[src/rtl/data_cache.sv]
// data_cache: direct-mapped, one-word-per-line, write-through /
// no-write-allocate data cache sitting between a CPU memory stage and a
// backing memory. Load hits complete combinationally in the request cycle.
// Misses fill the line from backing memory, and the request then hits on the
// following cycle. Stores are always written through to backing memory.
module data_cache #(
  parameter int WIDTH = 32,
  parameter int SETS  = 64
) (
  input  logic             clk,
  input  logic             rst,
  input  logic             mem_valid,
  input  logic             mem_write_m,
  input  logic [WIDTH-1:0] ex_out_m,
  input  logic [WIDTH-1:0] write_data_m,
  input  logic [2:0]       funct3_m,
  output logic             mem_ready,
  output logic [WIDTH-1:0] read_data_m,
  output logic             bm_req,
  output logic             bm_we,
  output logic [WIDTH-1:0] bm_addr,
  output logic [WIDTH-1:0] bm_wdata,
  output logic [3:0]       bm_wstrb,
  input  logic             bm_ack,
  input  logic [WIDTH-1:0] bm_rdata,
  output logic [31:0]      hit_count,
  output logic [31:0]      miss_count
);

  localparam int IDXW = $clog2(SETS);
  localparam int TAGW = WIDTH - 2 - IDXW;

  typedef enum logic [1:0] {
    IDLE  = 2'd0,
    FILL  = 2'd1,
    WRITE = 2'd2,
    DONE  = 2'd3
  } state_t;

  state_t state_r, state_s;

  // Request captured on acceptance so the backing access stays stable
  // even if the CPU side changes during FILL or WRITE.
  logic [WIDTH-1:0] addr_r;
  logic [WIDTH-1:0] wdata_r;
  logic [2:0]       funct3_r;

  logic [SETS-1:0]  valid_r;
  logic [TAGW-1:0]  tag_r  [SETS];
  logic [WIDTH-1:0] data_r [SETS];

  logic [31:0]      hit_count_r;
  logic [31:0]      miss_count_r;

  logic [WIDTH-1:0] look_addr_s;
  logic [IDXW-1:0]  idx_s;
  logic [TAGW-1:0]  tag_s;
  logic             line_hit_s;
  logic             load_hit_s;
  logic             load_miss_s;
  logic             accept_s;
  logic [WIDTH-1:0] merge_s;

  // Sign/zero-extended extraction of the addressed byte or halfword.
  function automatic logic [WIDTH-1:0] load_extract(input logic [WIDTH-1:0] word,
                                                    input logic [1:0] off,
                                                    input logic [2:0] f3);
    logic [7:0]       b;
    logic [15:0]      h;
    logic [WIDTH-1:0] r;
    case (off)
      2'b00:   b = word[7:0];
      2'b01:   b = word[15:8];
      2'b10:   b = word[23:16];
      2'b11:   b = word[31:24];
      default: b = word[7:0];
    endcase
    h = off[1] ? word[31:16] : word[15:0];
    case (f3)
      3'b000:  r = {{(WIDTH-8){b[7]}}, b};
      3'b001:  r = {{(WIDTH-16){h[15]}}, h};
      3'b100:  r = {{(WIDTH-8){1'b0}}, b};
      3'b101:  r = {{(WIDTH-16){1'b0}}, h};
      default: r = word;
    endcase
    return r;
  endfunction

  // Store data replicated onto every lane it could occupy.
  function automatic logic [WIDTH-1:0] store_lanes(input logic [WIDTH-1:0] data,
                                                   input logic [2:0] f3);
    logic [WIDTH-1:0] r;
    case (f3)
      3'b000:  r = {4{data[7:0]}};
      3'b001:  r = {2{data[15:0]}};
      default: r = data;
    endcase
    return r;
  endfunction

  // Byte-lane strobes for a store of the given size at the given offset.
  function automatic logic [3:0] store_strobe(input logic [1:0] off,
                                              input logic [2:0] f3);
    logic [3:0] r;
    case (f3)
      3'b000:  r = 4'b0001 << off;
      3'b001:  r = off[1] ? 4'b1100 : 4'b0011;
      default: r = 4'b1111;
    endcase
    return r;
  endfunction

  // Lookup address: the live CPU address in IDLE, the captured one otherwise.
  always_comb begin
    look_addr_s = addr_r;
    if (state_r == IDLE) begin
      look_addr_s = ex_out_m;
    end else begin
      look_addr_s = addr_r;
    end
    idx_s       = look_addr_s[IDXW+1:2];
    tag_s       = look_addr_s[WIDTH-1:IDXW+2];
    line_hit_s  = valid_r[idx_s] && (tag_r[idx_s] == tag_s);
    accept_s    = (state_r == IDLE) && mem_valid;
    load_hit_s  = accept_s && !mem_write_m && line_hit_s;
    load_miss_s = accept_s && !mem_write_m && !line_hit_s;
  end

  // CPU-side and backing-side outputs decoded from state and captured request.
  always_comb begin
    mem_ready   = load_hit_s || (state_r == DONE);
    read_data_m = {WIDTH{1'b0}};
    if (load_hit_s) begin
      read_data_m = load_extract(data_r[idx_s], ex_out_m[1:0], funct3_m);
    end else begin
      read_data_m = {WIDTH{1'b0}};
    end
    bm_req   = (state_r == FILL) || (state_r == WRITE);
    bm_we    = (state_r == WRITE);
    bm_addr  = {addr_r[WIDTH-1:2], 2'b00};
    bm_wdata = {WIDTH{1'b0}};
    bm_wstrb = 4'b0000;
    if (state_r == WRITE) begin
      bm_wdata = store_lanes(wdata_r, funct3_r);
      bm_wstrb = store_strobe(addr_r[1:0], funct3_r);
    end else begin
      bm_wdata = {WIDTH{1'b0}};
      bm_wstrb = 4'b0000;
    end
  end

  // Cached word with the strobed store bytes merged in.
  always_comb begin
    merge_s = data_r[idx_s];
    for (int b = 0; b < 4; b++) begin
      if (bm_wstrb[b]) begin
        merge_s[8*b +: 8] = bm_wdata[8*b +: 8];
      end else begin
        merge_s[8*b +: 8] = data_r[idx_s][8*b +: 8];
      end
    end
  end

  // Next-state logic.
  always_comb begin
    state_s = state_r;
    case (state_r)
      IDLE: begin
        if (accept_s && mem_write_m) begin
          state_s = WRITE;
        end else if (load_miss_s) begin
          state_s = FILL;
        end else begin
          state_s = IDLE;
        end
      end
      FILL: begin
        if (bm_ack) begin
          state_s = IDLE;
        end else begin
          state_s = FILL;
        end
      end
      WRITE: begin
        if (bm_ack) begin
          state_s = DONE;
        end else begin
          state_s = WRITE;
        end
      end
      DONE:    state_s = IDLE;
      default: state_s = IDLE;
    endcase
  end

  // State register, captured request and valid bits.
  always_ff @(posedge clk or posedge rst) begin
    if (rst) begin
      state_r  <= IDLE;
      addr_r   <= {WIDTH{1'b0}};
      wdata_r  <= {WIDTH{1'b0}};
      funct3_r <= 3'b000;
      valid_r  <= {SETS{1'b0}};
    end else begin
      state_r <= state_s;
      if (accept_s) begin
        addr_r   <= ex_out_m;
        wdata_r  <= write_data_m;
        funct3_r <= funct3_m;
      end
      if ((state_r == FILL) && bm_ack) begin
        valid_r[idx_s] <= 1'b1;
      end
    end
  end

  // Tag and data arrays: filled on a completed read, merged on a store hit.
  always_ff @(posedge clk) begin
    if ((state_r == FILL) && bm_ack) begin
      data_r[idx_s] <= bm_rdata;
      tag_r[idx_s]  <= tag_s;
    end else if ((state_r == WRITE) && bm_ack && line_hit_s) begin
      data_r[idx_s] <= merge_s;
    end
  end

  // Load hit and miss counters, wrapping modulo 2^32.
  always_ff @(posedge clk or posedge rst) begin
    if (rst) begin
      hit_count_r  <= 32'd0;
      miss_count_r <= 32'd0;
    end else begin
      if (load_hit_s) begin
        hit_count_r <= hit_count_r + 32'd1;
      end
      if (load_miss_s) begin
        miss_count_r <= miss_count_r + 32'd1;
      end
    end
  end

  assign hit_count  = hit_count_r;
  assign miss_count = miss_count_r;

endmodule

[config.mk]
export PLATFORM = sky130hd
export DESIGN_NAME = data_cache
export DESIGN_NICKNAME = d
export VERILOG_FILES = /design/src/rtl/data_cache.sv
export SDC_FILE = /design/constraint.sdc
export NUM_CORES = 2
export LEC_CHECK = 0
export CAP_MARGIN = 20
export CORE_MARGIN = 3
export CORE_UTILIZATION = 56
export CTS_CLUSTER_DIAMETER = 50
export DETAILED_ROUTE_END_ITERATION = 6
export PLACE_DENSITY = 0.76
export SLEW_MARGIN = 10
export SYNTH_ARGS = -nofsm -noshare
export SYNTH_HDL_FRONTEND = slang
export SYNTH_SLANG_ARGS = --single-unit
[constraint.sdc]
create_clock -name clk -period 6.6 [get_ports clk]
set_input_delay 0.66 -clock clk [delete_from_list [all_inputs] [get_ports clk]]
set_output_delay 0.66 -clock clk [all_outputs]
set_load 0.01 [all_outputs]
==> metrics.cfg <==
[status]
status = finished, violations left
failed_checks = DRC, setup timing

[job]
cap_viol_max_count = 0

[power]
max-vdd-ir-drop_uv = 501
p_leak_nw = 58.4
p_clk_share_pct = 27.8
power_density_nw_per_um2 = 432
switching_share_pct = 35.7
p_int_w = 0.0486
combPwrFrac_pct = 34.6
switchingPower_w = 0.0269
power_frac_seq_pct = 37.7

[worst_setup_path]
rr_startpoint = state_r[1]$_DFF_PP0_
crit_slowest_cell = nor4_4
cp-end-kind = output port
worst_ep_arrival_time_ns = 6.56
crit_top_cell = buf_12
r2r_cells = 23
rrSetupSlack_ns = 0.19
path_delay_family = simple AND/OR/NAND/NOR gates
crit_required_ns = 5.94
start_kind = flop
worstPathCellList = inv_2 -> ha_4 -> buf_12 -> buf_12 -> and3b_2 -> buf_6 -> nor2_4 -> buf_12 -> buf_12 -> buf_8 -> o22ai_4 -> o211ai_1 -> o2111ai_4 -> nor4_4 -> xnor2_2 -> nor3_2 -> and4_4 -> nand4_1 -> buf_6 -> o21ba_4 -> buf_12 -> a21boi_2 -> buf_2
slowest_delay_ns = 0.74
critPathBufInv = 10
r2r-end = data_r[49][31]$_DFFE_PP_
cp_max_fo = 8
worstSetupPathType = flop to output port

[floorplan]
core_area_um2 = 257000
io-pin-count = 271
die_w_um = 515
start_util_pct = 56.4
dieArea_um2 = 265000
die_y_um = 515
rows = 186

[sta]
fin_crit_sh_pct = 109
finalSetupTns_ns = -18.39
worst_pin_slew_ns = 1.26
maxSlewViolCount = 0
setup_ws_ns = -0.619
finalSetupViolations = 33
hold_viol = 0
worst_hold_slack_ns = 0.192
layout_min_cycle_time_ns = 7.22
rsz0062_at_grt = yes
fin_worst_skew_ns = 0.0940
fmax_mhz = 139
max_slew_margin_pct = 15.6

[global_route]
grt_usage_pct = 39.2
globalRouteOverflowTotal = 0
grt_max_degree = 144
antenna_found_initial = 26
grt_pass1_vias = 96000
grt_pass1_wl_mm = 732

[placement]
numPortBuffers = 268
gp_congestion = 1.00
hpwl_mm = 323

[yosys]
synth_compound_area_share_pct = 10.4
ys_ff_latch = 3781
ys_dominant_reg_cell = edfxtp_1
synth_mux_area_share_pct = 2.06
syn_area_per_cell_um2 = 15.6
synth_cells = 9300
synth-seq-area-share_pct = 77.6
synthXorXnorAreaFrac_pct = 0.495
synth_area_um2 = 145000
synth_cell_type_count = 108
synth-simple-area-share_pct = 6.95
async_flop_share_pct = 5.21
ys_warn_count = 0
synthAdderAreaFrac_pct = 0.0518
synth_top_family_by_area = compound AO/OA/AOI/OAI gates
synth_edf_count = 3584

[detailed_routing]
wl_per_cell_um = 37.9
viasPerCell = 7.19
drt_iter0_drc = 18400
dr_total_vias = 101000
drc = 2
route.antenna.remaining_nets = 0
drtPass1Iterations = 7
drt-total-wl_mm = 534

[clocking]
cts_sinks = 3781
clock_path_buffers = 4
htree_levels = 5
clk_latency_ns = 0.97
clk_pin_slew_ns = 0.06
tritoncts = done
cts_buffers = 372
cts-root-buf = clkbuf_16

[layout]
nets = 10500
drive_above_1_share_pct = 21.3
area_growth_syn_to_layout_pct = 20.4
fill_cells = 16200

[min_path]
hold_class = input port to asynchronous set/reset pin

==> power groups by stage <==
stage	logic [W]	clock network, W	registers [W]
2_1_floorplan	0.0107	0	0.0287
3_3_place_gp	0.0226	0	0.0289
3_5_place_dp	0.0230	0	0.0289
4_1_cts	0.0241	0.0209	0.0284
5_1_grt	0.0262	0.0218	0.0284
6_report	0.0261	0.0210	0.0284
==> kinds of logic (layout without fill, tap and decap cells) <==
logic type,count (synthesis),after routing
other,1,21
muxes,268,268
and+or+nand+nor,2154,2154
DFF,3781,3781
xor gates and xnor gates,82,82
AOI/OAI and AO/OA,2301,2301
adders and majority gates,6,6
buffers and inverters,707,2104
==> layout make-up <==
cell class              count  area (µm²)  share of cell area [%]
diodes                     19        47.5                  0.0272
repair buffers           1398       14700                    8.41
clock buffers             460        9890                    5.66
clock inverters           208        1960                    1.12
multi-input cells        4813       31200                    17.8
flip-flops and latches   3781      113000                    64.4
well taps                3384        4230                    2.42
inverters                  38         150                  0.0860
==> cell usage after synthesis, types with 49 or more instances <==
| cell | instances | area [µm²] |
|---|---|---|
| o22ai_1 | 1083 | 6780 |
| xnor2_1 | 49 | 429 |
| o21ai_0 | 197 | 986 |
| buf_4 | 95 | 713 |
| or2_2 | 70 | 438 |
| buf_1 | 97 | 364 |
| nand2_1 | 823 | 3090 |
| buf_2 | 286 | 1430 |
| a32oi_1 | 75 | 657 |
| a31oi_1 | 141 | 882 |
| a21oi_1 | 317 | 1590 |
| edfxtp_1 | 3584 | 108000 |
| o221ai_1 | 108 | 946 |
| dfrtp_1 | 197 | 4930 |
| mux2_2 | 97 | 1090 |
| clkbuf_1 | 167 | 627 |
| nor2_1 | 404 | 1520 |
| nor4_1 | 69 | 432 |
| mux2i_1 | 137 | 1370 |
| nand3_1 | 243 | 1220 |
| nor3_1 | 293 | 1470 |
==> metrics by stage <==
| step | worst slack [ns] | util (%) | total power, W | area [µm²] | std cells |
|---|---|---|---|---|---|
| floorplan | 0.0109 | - | 0.0395 | 145000 | 9301 |
| global placement | -1.50 | 62.2 | 0.0515 | 160000 | 13300 |
| detailed placement | -1.44 | 62.2 | 0.0519 | 160000 | 13300 |
| CTS | -0.371 | 67.4 | 0.0734 | 173000 | 14000 |
| global route | -0.516 | 67.9 | 0.0765 | 175000 | 14100 |
| finish | -0.619 | 67.9 | 0.0755 | 175000 | 14100 |
==> how the worst max path moves through the flow <==
stage                    startpoint                       to  slack, ns  cells after the start
2_1_floorplan  state_r[0]$_DFF_PP0_  data_r[10][0]$_DFFE_PP_       0.01                     18
4_1_cts        state_r[0]$_DFF_PP0_          read_data_m[22]      -0.37                     21
3_5_place_dp            ex_out_m[4]          read_data_m[19]      -1.44                     21
3_3_place_gp            ex_out_m[4]          read_data_m[17]      -1.50                     21
5_1_grt        state_r[1]$_DFF_PP0_          read_data_m[15]      -0.52                     26
6_report       state_r[1]$_DFF_PP0_          read_data_m[30]      -0.62                     23
==> state kept, by name, summed over array words and instances, names as in the netlist <==
| signal | cells |
|---|---|
| wdata_r | 32 |
| miss_count | 32 |
| hit_count | 32 |
| valid_r | 64 |
| data_r | 2048 |
| funct3_r | 3 |
| tag_r | 1536 |
| state_r | 2 |
| addr_r | 32 |
==> worst register-to-register path: cells and delay by family (launching register included) <==
| kind | cells | cell delay (ns) |
|---|---|---|
| simple gates | 6 | 2.28 |
| buf+inv | 10 | 1.89 |
| compound gates | 3 | 0.62 |
| mux | 2 | 0.60 |
| flops | 1 | 0.40 |
| xor+xnor | 1 | 0.18 |
| fa+ha+maj | 1 | 0.15 |
==> layer usage <==
| metal | global-route usage [%] | up-vias | share of wire (%) |
|---|---|---|---|
| li1 | - | 39300 | - |
| met1 | 49.7 | 49800 | 32 |
| met2 | 58.4 | 10000 | 44 |
| met3 | 10.6 | 2234 | 15 |
| met4 | 28.9 | 8 | 9.5 |
| met5 | 0 | - | 0.0099 |
==> layout by cell type, fill, tap and decap left out, types with 26 or more instances in the layout <==
master / count
a21oi_1: 312
a31oi_1: 120
a32oi_1: 65
and3_1: 38
buf_12: 226
buf_4: 819
buf_6: 59
bufinv_16: 31
clkbuf_1: 71
clkbuf_16: 388
clkdlybuf4s50_1: 234
clkinv_1: 71
clkinv_2: 55
dfrtp_1: 197
edfxtp_1: 3584
mux2_2: 96
mux2_4: 31
mux2i_1: 132
nand2_1: 809
nand3_1: 241
nand4_1: 31
nor2_1: 326
nor2_4: 65
nor3_1: 214
nor3_2: 76
nor4_1: 45
nor4_2: 26
o21ai_0: 193
o221ai_1: 108
o22a_1: 35
o22ai_1: 1080
or2_2: 70
or3_1: 43
xnor2_1: 42
xor2_1: 31
==> what timing repair did <==
action,in CTS,in global routing
hold buffers,0,0
pin swaps,40,72
gates cloned,7,9
resized for setup,281,177
endpoints found under the hold margin,0,0
setup buffers,66,27
endpoints found under the setup margin,4192,33
Note: power is estimated with default switching activity, not from simulation.
